===== src/rtl/modular_inverse_if.sv =====
// ---------------------------------------------------------------------------
// modular_inverse_if
//   Start/done handshake between the arithmetic-core controller and the
//   modular inverter.
//
//   Signals
//     start       controller -> inverter  request, accepted only when busy==0
//     a           controller -> inverter  operand, sampled on accepted start
//     modulant    controller -> inverter  modulus n (odd, >= 3 to be legal)
//     busy        inverter -> controller  operation in flight (incl. done cycle)
//     done        inverter -> controller  one-cycle pulse, results valid
//     result      inverter -> controller  a^-1 mod n, 0 on no_inverse/error
//     no_inverse  inverter -> controller  gcd(a, n) != 1
//     error       inverter -> controller  illegal modulus (even or < 3)
//
//   Modports
//     master  controller side
//     slave   inverter side
// ---------------------------------------------------------------------------
interface modular_inverse_if #(
    parameter int DATA_WIDTH = 8
) ();

    logic                  start;
    logic [DATA_WIDTH-1:0] a;
    logic [DATA_WIDTH-1:0] modulant;
    logic                  busy;
    logic                  done;
    logic [DATA_WIDTH-1:0] result;
    logic                  no_inverse;
    logic                  error;

    modport master (
        output start, a, modulant,
        input  busy, done, result, no_inverse, error
    );

    modport slave (
        input  start, a, modulant,
        output busy, done, result, no_inverse, error
    );

endinterface


===== src/rtl/modular_inverse.sv =====
// ---------------------------------------------------------------------------
// modular_inverse
//   Sequential modular inverter: result = a^-1 mod n using the binary
//   extended Euclidean algorithm, one loop step per clock.
//
//   Ports
//     clk    rising-edge clock
//     reset  synchronous, active-high; aborts any operation in flight
//     bus    modular_inverse_if.slave (start/a/modulant in,
//            busy/done/result/no_inverse/error out)
//
//   Operation
//     IDLE   -> accept start (busy==0), latch a and n
//     CHECK  -> reject even or < 3 modulus, skip REDUCE when a < n
//     REDUCE -> subtract n from u until u < n
//     LOOP   -> binary extended Euclid; invariants x1*a == u and
//               x2*a == v (mod n), x1/x2 kept in [0, n-1]
//     FINISH -> raise done for the following cycle, return to IDLE
//
//   Latency from the accept edge to done: 1 + floor(a/n) + loop steps + 1.
// ---------------------------------------------------------------------------
module modular_inverse #(
    parameter int DATA_WIDTH = 8
) (
    input  logic              clk,
    input  logic              reset,
    modular_inverse_if.slave  bus
);

    localparam int W = DATA_WIDTH;

    typedef enum logic [2:0] {
        IDLE,
        CHECK,
        REDUCE,
        LOOP,
        FINISH
    } state_t;

    state_t       state;
    logic [W-1:0] n_q;
    logic [W-1:0] u;
    logic [W-1:0] v;
    logic [W-1:0] x1;
    logic [W-1:0] x2;

    logic         busy_q;
    logic         done_q;
    logic [W-1:0] result_q;
    logic         no_inverse_q;
    logic         error_q;

    // Next-value helpers for the LOOP datapath. Sums that may exceed the
    // modulus are formed one bit wider so the carry is not lost.
    logic [W:0]   x1_plus_n;
    logic [W:0]   x2_plus_n;
    logic [W-1:0] x1_half;
    logic [W-1:0] x2_half;
    logic [W:0]   x1_wrap_diff;
    logic [W:0]   x2_wrap_diff;
    logic [W-1:0] x1_sub;
    logic [W-1:0] x2_sub;
    logic [W-1:0] u_minus_n;

    // NOTE: every variable written here gets a default first, so no path
    // through the block leaves a value unassigned and no latch is inferred.
    always_comb begin
        x1_plus_n    = {1'b0, x1} + {1'b0, n_q};
        x2_plus_n    = {1'b0, x2} + {1'b0, n_q};
        x1_half      = x1 >> 1;
        x2_half      = x2 >> 1;
        x1_wrap_diff = x1_plus_n - {1'b0, x2};
        x2_wrap_diff = x2_plus_n - {1'b0, x1};
        x1_sub       = x1 - x2;
        x2_sub       = x2 - x1;
        u_minus_n    = u - n_q;

        // Halving mod n: an odd value is made even by adding n (n is odd).
        if (x1[0]) x1_half = x1_plus_n[W:1];
        if (x2[0]) x2_half = x2_plus_n[W:1];

        // Subtraction mod n: wrap through n when the difference goes negative.
        if (x1 < x2) x1_sub = x1_wrap_diff[W-1:0];
        if (x2 < x1) x2_sub = x2_wrap_diff[W-1:0];
    end

    // NOTE: all state uses non-blocking assignments so every register samples
    // values from before the edge, independent of statement order.
    always_ff @(posedge clk) begin
        if (reset) begin
            state        <= IDLE;
            n_q          <= '0;
            u            <= '0;
            v            <= '0;
            x1           <= '0;
            x2           <= '0;
            busy_q       <= 1'b0;
            done_q       <= 1'b0;
            result_q     <= '0;
            no_inverse_q <= 1'b0;
            error_q      <= 1'b0;
        end else begin
            case (state)
                IDLE: begin
                    // busy is still high during the done cycle, so a start
                    // arriving then is dropped here.
                    done_q <= 1'b0;
                    busy_q <= 1'b0;
                    if (bus.start && !busy_q) begin
                        n_q          <= bus.modulant;
                        u            <= bus.a;
                        v            <= bus.modulant;
                        x1           <= W'(1);
                        x2           <= '0;
                        busy_q       <= 1'b1;
                        result_q     <= '0;
                        no_inverse_q <= 1'b0;
                        error_q      <= 1'b0;
                        state        <= CHECK;
                    end
                end

                CHECK: begin
                    if (!n_q[0] || n_q < W'(3)) begin
                        error_q <= 1'b1;
                        state   <= FINISH;
                    end else if (u >= n_q) begin
                        state <= REDUCE;
                    end else begin
                        state <= LOOP;
                    end
                end

                REDUCE: begin
                    // Leave on the same cycle as the last subtraction so the
                    // state costs exactly floor(a/n) cycles.
                    u <= u_minus_n;
                    if (u_minus_n < n_q) state <= LOOP;
                end

                LOOP: begin
                    if (u == '0 || v == '0) begin
                        no_inverse_q <= 1'b1;
                        state        <= FINISH;
                    end else if (u == W'(1)) begin
                        result_q <= x1;
                        state    <= FINISH;
                    end else if (v == W'(1)) begin
                        result_q <= x2;
                        state    <= FINISH;
                    end else if (!u[0]) begin
                        u  <= u >> 1;
                        x1 <= x1_half;
                    end else if (!v[0]) begin
                        v  <= v >> 1;
                        x2 <= x2_half;
                    end else if (u >= v) begin
                        u  <= u - v;
                        x1 <= x1_sub;
                    end else begin
                        v  <= v - u;
                        x2 <= x2_sub;
                    end
                end

                FINISH: begin
                    done_q <= 1'b1;
                    busy_q <= 1'b1;
                    state  <= IDLE;
                end

                default: begin
                    state <= IDLE;
                end
            endcase
        end
    end

    assign bus.busy       = busy_q;
    assign bus.done       = done_q;
    assign bus.result     = result_q;
    assign bus.no_inverse = no_inverse_q;
    assign bus.error      = error_q;

endmodule

===== src/flat_wrapper.sv =====
// flat-port wrapper written by rule: the top's interface ports become plain ports
module modular_inverse_flat 
#(
    parameter int DATA_WIDTH = 8
)
  (clk, reset, bus_start, bus_a, bus_modulant, bus_busy, bus_done, bus_result, bus_no_inverse, bus_error);
  modular_inverse_if #(.DATA_WIDTH(DATA_WIDTH)) bus_i ();
  input  logic clk;
  input  logic reset;
  input wire logic [$bits(bus_i.start)-1:0] bus_start;
  input wire logic [$bits(bus_i.a)-1:0] bus_a;
  input wire logic [$bits(bus_i.modulant)-1:0] bus_modulant;
  output wire logic [$bits(bus_i.busy)-1:0] bus_busy;
  output wire logic [$bits(bus_i.done)-1:0] bus_done;
  output wire logic [$bits(bus_i.result)-1:0] bus_result;
  output wire logic [$bits(bus_i.no_inverse)-1:0] bus_no_inverse;
  output wire logic [$bits(bus_i.error)-1:0] bus_error;
  assign bus_i.start = bus_start;
  assign bus_i.a = bus_a;
  assign bus_i.modulant = bus_modulant;
  assign bus_busy = bus_i.busy;
  assign bus_done = bus_i.done;
  assign bus_result = bus_i.result;
  assign bus_no_inverse = bus_i.no_inverse;
  assign bus_error = bus_i.error;
  modular_inverse #(.DATA_WIDTH(DATA_WIDTH)) u_core (.clk(clk), .reset(reset), .bus(bus_i));
endmodule

===== config.mk =====
export PLATFORM = sky130hd
export DESIGN_NAME = modular_inverse_flat
export DESIGN_NICKNAME = d
export VERILOG_FILES = /design/src/rtl/modular_inverse_if.sv /design/src/rtl/modular_inverse.sv /design/src/flat_wrapper.sv
export SDC_FILE = /design/constraint.sdc
export NUM_CORES = 1
export LEC_CHECK = 0
export BUFFER_PORTS_ARGS = -buffer_cell sky130_fd_sc_hd__buf_4
export CAP_MARGIN = 40
export CELL_PAD_IN_SITES_DETAIL_PLACEMENT = 1
export CELL_PAD_IN_SITES_GLOBAL_PLACEMENT = 1
export CORE_MARGIN = 8
export CORE_UTILIZATION = 43
export CTS_CLUSTER_DIAMETER = 200
export DETAILED_ROUTE_END_ITERATION = 6
export GPL_TIMING_DRIVEN = 0
export PLACE_DENSITY_LB_ADDON = 0.25
export SLEW_MARGIN = 20
export SYNTH_ARGS = -nofsm -noshare
export SYNTH_HDL_FRONTEND = slang
export SYNTH_SLANG_ARGS = --single-unit

===== constraint.sdc =====
create_clock -name clk -period 3.4 [get_ports clk]
set_clock_uncertainty 0.15 [all_clocks]
set_input_delay 0.34 -clock clk [delete_from_list [all_inputs] [get_ports clk]]
set_output_delay 0.34 -clock clk [all_outputs]
set_load 0.005 [all_outputs]

==> metrics.md <==
| Metric | Value |
|---|---|
| Outcome | `completed` |
| Total core area | `13800 µm²` |
| Main area contributors after synthesis | `dfxtp_1 18%, ha_1 16%, a21oi_1 6.3%, nor2_1 4.7%, nand2_1 3.7%` |
| Crit Path Max Fanout | `9` |
| Synthesis Warnings | `0` |
| H-tree levels | `2` |
| Diode count | `0` |
| WP data arrival | `3.43 ns` |
| Reg clk slew, reported paths | `0.08 ns` |
| Combinational power share | `60.2%` |
| Worst Setup End Kind | `flip-flop` |
| VDD IR max | `276 µV` |
| Clock Tree Buf Depth | `2` |
| Int Pwr | `between 1.5 and 2 mW` |
| Dpl ws | `-0.431 ns` |
| Yosys top cell by area | `dfxtp_1` |
| Port-buffer cells | `29` |
| GRT overflow | `0` |
| Row count | `43` |
| Sequential fraction of the synthesis area | `18.3%` |
| Routed Antenna Nets | `0` |
| I/O pin count | `31` |
| Top-count cell post-synth | `ha_1` |
| DRT iter0 DRCs | `408` |
| Post-Syn Area | `between 6000 and 7000 µm²` |
| Non-filler cells, final | `slightly above 1k` |
| Worst Tran Pin Value | `0.828 ns` |
| Hold crit path type | `input port to flip-flop` |
| Remaining routing DRC violations | `0` |
| # clock sinks | `55` |
| Pin count of the biggest net entering global routing | `17` |
| Final nets | `about 930` |
| First-pass GRT wire length | `34.9 mm` |
| Via count | `6224` |
| Period utilization | `about 100%` |
| CTS Hold Bufs | `0` |
| Syn_nets | `889` |
| Synth cell types | `70` |
| Skew-Pair Late Insertion Delay | `0.31 ns` |
| Kind of critical path | `flip-flop to flip-flop` |
| Share of cells above drive strength 1 | `13.8%` |
| CTS buffer count | `5` |
| Initial Util | `43.7%` |
| LEAKAGE | `between 2 and 3 nW` |
| Reg power frac | `between 20% and 30%` |
| GRT Util Overall | `roughly a quarter` |
| Final WS setup | `between 0.07 and 0.08 ns` |
| Initial antenna violation count | `0` |
| RSZ-0062 raised after global routing | `yes` |
| Fin crit period | `3.33 ns` |
| Final Power | `3.46 mW` |
| Post-synthesis async set-or-reset flop share | `0%` |
| Setup TNS | `0 ns` |
| Avg Cell Area, Syn | `between 7 and 8 µm²` |
| Die Span Y | `134 µm` |
| Slew HR | `approximately 45%` |
| Hpwl dp | `roughly 17 mm` |
| Root Driver | `clkbuf_16` |
| Synth top area share | `18.3%` |
| DR pass1 iterations | `5` |
| CP startpoint kind | `flip-flop` |
| Fmax | `about 0.30 GHz` |
| Final setup violation count | `0` |
| Power share of the clock group | `16.7%` |
| Vias per cell | `between 6 and 7` |
| CTS tree | `done` |
| GPL Wtd Cong | `0.909` |
| PwrDens | `508 nW/µm²` |
| List of most frequent post-synthesis cells | `77 x ha_1, 76 x a21oi_1, 76 x nor2_1, 60 x nand2_1, 58 x inv_1` |
| Routed len/inst | `21.5 µm` |
| Max Slew Vio Count | `0` |
| Critical Path RT | `roughly 3.5 ns` |
| Psw | `1.59 mW` |
| Net Sw Frac | `46.0%` |
| Vias in the first global route | `6654` |
| Die ar. | `18000 µm²` |
| Post-synth EDFFs | `0` |
| Final Routed Wirelength | `~22 mm` |
| Commonest register cell after synthesis | `dfxtp_1` |
| Die W | `134 µm` |
| Area grow syn2layout | `13.2%` |
| Synthesis-stage register bit count | `55` |
| Cells after synthesis | `about 780` |
| Placed insts | `993` |
| Final Hold Vio Count | `0` |
| Max Cap Violations | `0` |
-- path summary, 6_finish.rpt --
check	start	endpoint	slack [ns]	cells after the start
setup / recovery	u_core.v[0]$_SDFFE_PP0P_	u_core.x2[7]$_SDFFE_PP0P_	0.07	10
hold / removal	bus_modulant[2]	u_core.n_q[2]$_SDFFE_PP0P_	0.13	3
setup reg to reg	u_core.v[0]$_SDFFE_PP0P_	u_core.x2[7]$_SDFFE_PP0P_	0.07	10
hold reg to reg	u_core.bus.done$_SDFFE_PP0P_	u_core.bus.done$_SDFFE_PP0P_	0.34	2
-- layer usage --
metal	global-route usage (%)	vias to the layer above	routed length (µm)
li1	-	2927	-
met1	27.9	3114	9330
met2	43.5	137	11100
met3	2.62	46	542
met4	10.4	0	743
met5	0	-	0
-- cells by family (layout without fill, tap and decap cells) --
family | count (synthesis) | count (layout) | share of synthesized area [%]
compound gates | 260 | 260 | 29.1
simple gates | 233 | 233 | 18.3
buf+inv | 93 | 138 | 6.28
fa+ha+maj | 86 | 86 | 19.0
flops | 55 | 55 | 18.3
xor+xnor | 39 | 39 | 5.91
mux | 18 | 18 | 3.06
-- what timing repair did --
| action | 4_1_cts | 5_1_grt |
|---|---|---|
| resized for setup | 20 | 24 |
| buffers inserted | 3 | 5 |
| endpoints found under the setup margin | 11 | 13 |
| pin swaps | 7 | 18 |
-- flip-flops by register name, summed over array words and instances (netlist names) --
register and flops:
u_core.bus.busy 1, u_core.bus.done 1, u_core.bus.error 1, u_core.bus.no_inverse 1, u_core.bus.result 8, u_core.n_q 8
u_core.state 3, u_core.u 8, u_core.v 8, u_core.x1 8, u_core.x2 8
-- through the flow --
step / cell area (µm²) / utilization (%) / hold slack [ns]
final: 6810 / 49.4 / 0.132
after floorplan: 6010 / - / 0.319
after detailed placement: 6460 / 46.9 / 0.331
after global routing: 6810 / 49.4 / 0.132
after CTS: 6680 / 48.5 / 0.130
after global placement: 6460 / 46.9 / 0.313
-- cell usage in the layout (no fill, tap or decap), types with 19 or more instances in the layout --
master    count
buf_4        36
a211oi_1     20
nor3_1       26
dfxtp_1      45
ha_1         72
inv_1        56
xnor2_1      19
nor2_1       75
nand2_1      60
o21ai_0      38
a21oi_1      72
-- cell type report --
class | count | area, µm²
Inverter | 59 | 221
Tap cell | 180 | 225
Clock inverter | 1 | 8.76
Clock buffer | 7 | 143
Sequential cell | 55 | 1120
Fill cell | 1764 | 6970
Timing Repair Buffer | 37 | 290
Multi-Input combinational cell | 636 | 4640
Buffer | 34 | 158
-- critical path: stages (launching register included) --
cell	delay (ns)
dfxtp_1	0.53
ha_1	0.24
inv_1	0.07
fa_1	0.47
a21o_1	0.21
a221oi_2	0.35
nand2_1	0.11
o21ai_0	0.29
o21ai_1	0.42
nor3_1	0.30
a221o_1	0.14
-- power groups by stage --
| stage | combinational [mW] | clock (mW) | sequential (mW) |
|---|---|---|---|
| after floorplan | 1.45 | 0 | 0.767 |
| after detailed placement | 1.93 | 0 | 0.808 |
| final | 2.08 | 0.577 | 0.799 |
| after global routing | 2.29 | 0.595 | 0.804 |
| after CTS | 1.99 | 0.578 | 0.795 |
| after global placement | 1.83 | 0 | 0.806 |
Note: power is estimated with default switching activity, not from simulation.
